File: config.mk
export PLATFORM = sky130hd
export DESIGN_NAME = sublime_i2s_tx
export DESIGN_NICKNAME = d
export VERILOG_FILES = /design/src/rtl/sublime_pkg.sv /design/src/rtl/sublime_i2s_bclk_gen.sv /design/src/rtl/sublime_i2s_tx.sv
export SDC_FILE = /design/constraint.sdc
export NUM_CORES = 1
export LEC_CHECK = 0
export BUFFER_PORTS_ARGS = -buffer_cell sky130_fd_sc_hd__buf_2
export CORE_UTILIZATION = 49
export CTS_CLUSTER_SIZE = 25
export DETAILED_ROUTE_END_ITERATION = 8
export HOLD_SLACK_MARGIN = 0.1
export PLACE_DENSITY = 0.82
export SETUP_SLACK_MARGIN = 0.15
export SKIP_LAST_GASP = 1
export SYNTH_ARGS = -nofsm -noshare
export SYNTH_HDL_FRONTEND = slang
export SYNTH_SLANG_ARGS = --single-unit
File: constraint.sdc
create_clock -name clk -period 1.66 [get_ports clk]
set_clock_uncertainty 0.1 [all_clocks]
set_input_delay 0.332 -clock clk [delete_from_list [all_inputs] [get_ports clk]]
set_output_delay 0.332 -clock clk [all_outputs]
set_load 0.005 [all_outputs]
File: src/rtl/sublime_pkg.sv
`default_nettype none
// ---------------------------------------------------------------------------
// sublime_pkg : shared I2S framing constants and sample masking helper. Rev 1.0
// ---------------------------------------------------------------------------
package sublime_pkg;

  localparam int SLOT_BITS  = 32;
  localparam int FRAME_BITS = 64;
  localparam int SLOT_CNT_W = 6;

  // Keep the DATA_BITS most significant bits and clear the rest of the slot.
  function automatic logic [SLOT_BITS-1:0] i2s_mask(input logic [SLOT_BITS-1:0] sample,
                                                    input int data_bits);
    return sample & ({SLOT_BITS{1'b1}} << (SLOT_BITS - data_bits));
  endfunction

endpackage
`default_nettype wire

File: src/rtl/sublime_i2s_bclk_gen.sv
`default_nettype none
// ---------------------------------------------------------------------------
// sublime_i2s_bclk_gen : bit clock divider with one-cycle rise/fall enables. Rev 1.0
// ---------------------------------------------------------------------------
module sublime_i2s_bclk_gen #(
  parameter int CLK_DIV = 8
) (
  input  logic clk,
  input  logic rst,
  input  logic enable,
  output logic bclk,
  output logic rise,
  output logic fall
);

  localparam int DIV_W = (CLK_DIV > 1) ? $clog2(CLK_DIV) : 1;
  localparam logic [DIV_W-1:0] DIV_LAST = DIV_W'(CLK_DIV - 1);

  logic [DIV_W-1:0] div_cnt;
  logic             wrap;

  // rise/fall flag the cycle whose edge changes bclk, so consumers update in step with it.
  assign wrap = enable && (div_cnt == DIV_LAST);
  assign rise = wrap && !bclk;
  assign fall = wrap && bclk;

  always_ff @(posedge clk) begin
    if (rst || !enable) begin
      div_cnt <= '0;
      bclk    <= 1'b0;
    end else if (wrap) begin
      div_cnt <= '0;
      bclk    <= ~bclk;
    end else begin
      div_cnt <= div_cnt + DIV_W'(1);
    end
  end

endmodule
`default_nettype wire

File: src/rtl/sublime_i2s_tx.sv
`default_nettype none
// ---------------------------------------------------------------------------
// sublime_i2s_tx : stereo 32-bit slot I2S master transmitter. Rev 1.0
// ---------------------------------------------------------------------------
module sublime_i2s_tx
  import sublime_pkg::*;
#(
  parameter int CLK_DIV   = 8,
  parameter int DATA_BITS = 24
) (
  input  logic        clk,
  input  logic        rst,
  input  logic        enable,
  input  logic [31:0] left_sample,
  input  logic [31:0] right_sample,
  output logic        sample_strobe,
  output logic        i2s_bclk,
  output logic        i2s_lrclk,
  output logic        i2s_sdata
);

  logic                  bclk_rise;
  logic                  bclk_fall;
  logic [SLOT_CNT_W-1:0] slot;
  logic [SLOT_CNT_W-1:0] next_slot;
  logic [SLOT_CNT_W-1:0] lead_slot;
  logic [FRAME_BITS-1:0] shift_reg;

  sublime_i2s_bclk_gen #(
    .CLK_DIV(CLK_DIV)
  ) u_bclk_gen (
    .clk   (clk),
    .rst   (rst),
    .enable(enable),
    .bclk  (i2s_bclk),
    .rise  (bclk_rise),
    .fall  (bclk_fall)
  );

  // Word select runs one slot ahead of the data for the I2S one-bit lead.
  assign next_slot = slot + SLOT_CNT_W'(1);
  assign lead_slot = next_slot + SLOT_CNT_W'(1);
  assign i2s_sdata = shift_reg[FRAME_BITS-1];

  always_ff @(posedge clk) begin
    if (rst || !enable) begin
      slot          <= '1;
      shift_reg     <= '0;
      i2s_lrclk     <= 1'b0;
      sample_strobe <= 1'b0;
    end else begin
      sample_strobe <= 1'b0;
      if (bclk_fall) begin
        slot      <= next_slot;
        i2s_lrclk <= lead_slot[SLOT_CNT_W-1];
        if (next_slot == '0) begin
          shift_reg     <= {i2s_mask(left_sample, DATA_BITS), i2s_mask(right_sample, DATA_BITS)};
          sample_strobe <= 1'b1;
        end else begin
          shift_reg <= shift_reg << 1;
        end
      end
    end
  end

  a_edges_exclusive: assert property (@(posedge clk) !(bclk_rise && bclk_fall));

endmodule
`default_nettype wire

==> qor.csv <==
stage,metric,value,unit
sta,final worst hold slack,137.7,ps
synth,register area share after synthesis,0.4230,
route,Vias,3300,
floorplanning,Core Area,6350,sq um
route,routed length on met2,4.953,mm
sta,min Tclk post-route,1663,ps
synth,dominant cell type by area after synthesis,dfxtp_1,
sta,Final Hold Fails,0,
hold_path,hold crit path type,primary input to register,
synth,Mapped Nets,439,
clock_network,Num CTS Buffers,9,
floorplanning,initial core utilization,0.5068,
sta,actual slew at the worst max-slew pin,249.1,ps
global_route,vias in the first global route,3259,
sta,# setup viols final,1,
synth,ys async rst share,0,
power_and_ir_drop,pwr dens,704.8,nW/um^2
synth,Synth Flop Type,dfxtp_1,
route,DR WL met3,706,um
critical_path,critical-path cell list,ha_4 -> ha_4 -> nand2_4 -> nor2_4 -> buf_6 -> buf_6 -> buf_12 -> nand2_1 -> o211ai_1,
route,post-route ant nets,0,
sta,setup TNS,-3.025,ps
critical_path,CP peak stage delay,350,ps
clock_network,"CTS clk-pin slew, worst paths",70,ps
global_route,largest net degree at the start of global routing,39,
layout,synth-to-layout area growth,36.55,%
sta,RSZ-0062 raised after global routing,true,
sta,Max Slew Vio Count,0,
layout,diode count,0,
global_route,Overflow after GRT,0,
sta,fmax,601.3,MHz
global_route,GRT Total Usage,0.2754,
power_and_ir_drop,P_leak,1.694,nW
layout,max reg flops,56,
synth,Post-Syn Area,3218,sq um
synth,Synth area leaders,"dfxtp_1, nand2_1, o211ai_2",
power_and_ir_drop,Design Power,3.097,mW
clock_network,CTS sink cnt,68,
layout,fin nets,518,
synth,Synth Warn #,0,
synth,cells after synthesis,369,
clock_network,H-Tree Depth,3,
route,M1 WL,3.804,mm
place,hpwl dp,4.536,mm
flow_run,Max Cap Viol,0,
global_route,initial antenna violation count,0,
clock_network,CTS tree,yes,
synth,top-count cell post-synth,nand2_1,
floorplanning,IO Count,71,
floorplanning,Die Wd,83.04,um
critical_path,Setup CP Type,register to register,
global_route,first-pass GRT wire length,15.33,mm
route,DR iter-0 viols,261,
sta,worst setup margin,-3.025,ps
synth,Yosys cell types,31,
synth,Synth top area share,0.4230,
synth,Avg Inst Size Synth,8.721,sq um
route,total routed wirelength,9.817,mm
critical_path,Crit-path slowest cell,dfxtp_2,
place,RD Place Congestion,0.7684,
critical_path,"Arr. time, crit path",1820,ps
critical_path,CP endpoint kind,register,
critical_path,crit path max fanout,6,
floorplanning,Die H,83.04,um
floorplanning,die area,6896,sq um
power_and_ir_drop,Peak VDD IR,435.2,uV
clock_network,hold_buf cts,0,
place,PortBufs,54,
route,Residual DRC,0,
layout,Util after Layout,0.6920,
synth,"EDFF count, synth",0,
status,status,"finished, violations left",
clock_network,Root Driver,clkbuf_8,
route,Routed WL per cell,18.56,um
route,Max Used Layer,met4,
critical_path,CP startpoint kind,register,
clock_network,clk_lat worst skew,350,ps
critical_path,FF-to-FF setup slack,-3,ps
sta,Final Cycle Share,1.002,
status,failing checks,negative setup slack,
route,drt via density,6.238,
sta,Max-Slew Margin vs Limit,0.8335,
critical_path,Worst Path Required,1820,ps
synth,most instantiated cells after synthesis,"nand2_1, dfxtp_1, nand4_1",
floorplanning,Cell Rows,29,
synth,Yosys reg bits,68,
layout,layout cells sized above 1,0.3717,
route,Pre-antenna DRT Iters,5,
clock_network,Longest Clk Path Bufs,2,
logic make-up after synthesis:
family | after synthesis | synth area share
DFF | 68 | 0.4230
buffers and inverters | 34 | 0.06999
adders and majority gates | 3 | 0.01167
AOI/OAI and AO/OA | 73 | 0.2084
and+or+nand+nor | 186 | 0.2733
xor gates and xnor gates | 5 | 0.01361
metrics by stage:
| stage | setup WS [ps] | cell area, sq um | std cells |
|---|---|---|---|
| 6_report | -3.025 | 4394 | 529 |
| 3_5_place_dp | -21.46 | 3676 | 487 |
| 3_3_place_gp | 31.31 | 3676 | 487 |
| 5_1_grt | -50.51 | 4394 | 529 |
| 2_1_floorplan | 83.85 | 3301 | 369 |
| 4_1_cts | 53.14 | 4277 | 524 |
routing by layer:
metal	track usage	vias to the layer above
li1	-	1508
met1	0.3222	1580
met2	0.4650	176
met3	0.06561	36
met4	0.1473	0
met5	0	-
power breakdown:
part	total, mW	leakage, nW	internal, mW	switching [mW]
Clock	1.35	0.0935	0.727	0.620
Combinational	0.117	1.05	0.0614	0.0552
Sequential	1.63	0.547	1.63	0.00219
timing repair:
action	in CTS	in global routing
gates cloned	9	3
buffers inserted	13	2
setup endpoints to repair	58	60
gates resized for setup	23	11
pin swaps	40	15
layout by cell type (no fill, tap or decap), drive strengths merged:
cell type,netlist,layout
nor3,2,2
a32o,1,1
nor4b,1,1
dfxtp,68,68
a21oi,9,9
clkbuf,13,15
o211ai,55,55
ha,3,3
nand4,48,48
nand3,6,6
bufinv,0,1
o21ai,4,4
nand2b,1,1
o22a,1,1
nand2,113,113
a211o,2,2
xor2,1,1
nor2b,1,1
nor2,5,5
and2,4,4
or3,2,2
and3,1,1
clkinv,0,1
xnor2,4,4
o22ai,1,1
nor3b,2,2
buf,21,100
path summary, 6_finish.rpt:
kind	end	cells past startpoint	from
worst min register to register	u_bclk_gen.div_cnt[0]	1	u_bclk_gen.div_cnt[0]
worst max register to register	shift_reg[62]	9	u_bclk_gen.div_cnt[0]
worst max-delay path	shift_reg[62]	9	u_bclk_gen.div_cnt[0]
worst min-delay path	shift_reg[14]	3	right_sample[14]
critical path, delay by kind of cell (launching register included):
kind / cells / cell delay [ps]
AND/OR/NAND/NOR: 3 / 230
adder cells (fa/ha/maj): 2 / 280
AO/OA/AOI/OAI: 1 / 220
buffers and inverters: 3 / 390
flip-flops: 1 / 350
area by class of cell:
class / count / area [sq um]
multi-input combinational: 267 / 1744
clock inverter: 2 / 35.03
fill: 421 / 1956
sequential: 68 / 1373
clock buffer: 13 / 148.9
tap: 77 / 96.34
timing repair buffer: 102 / 997.2
(Power assumes the default switching activity.)
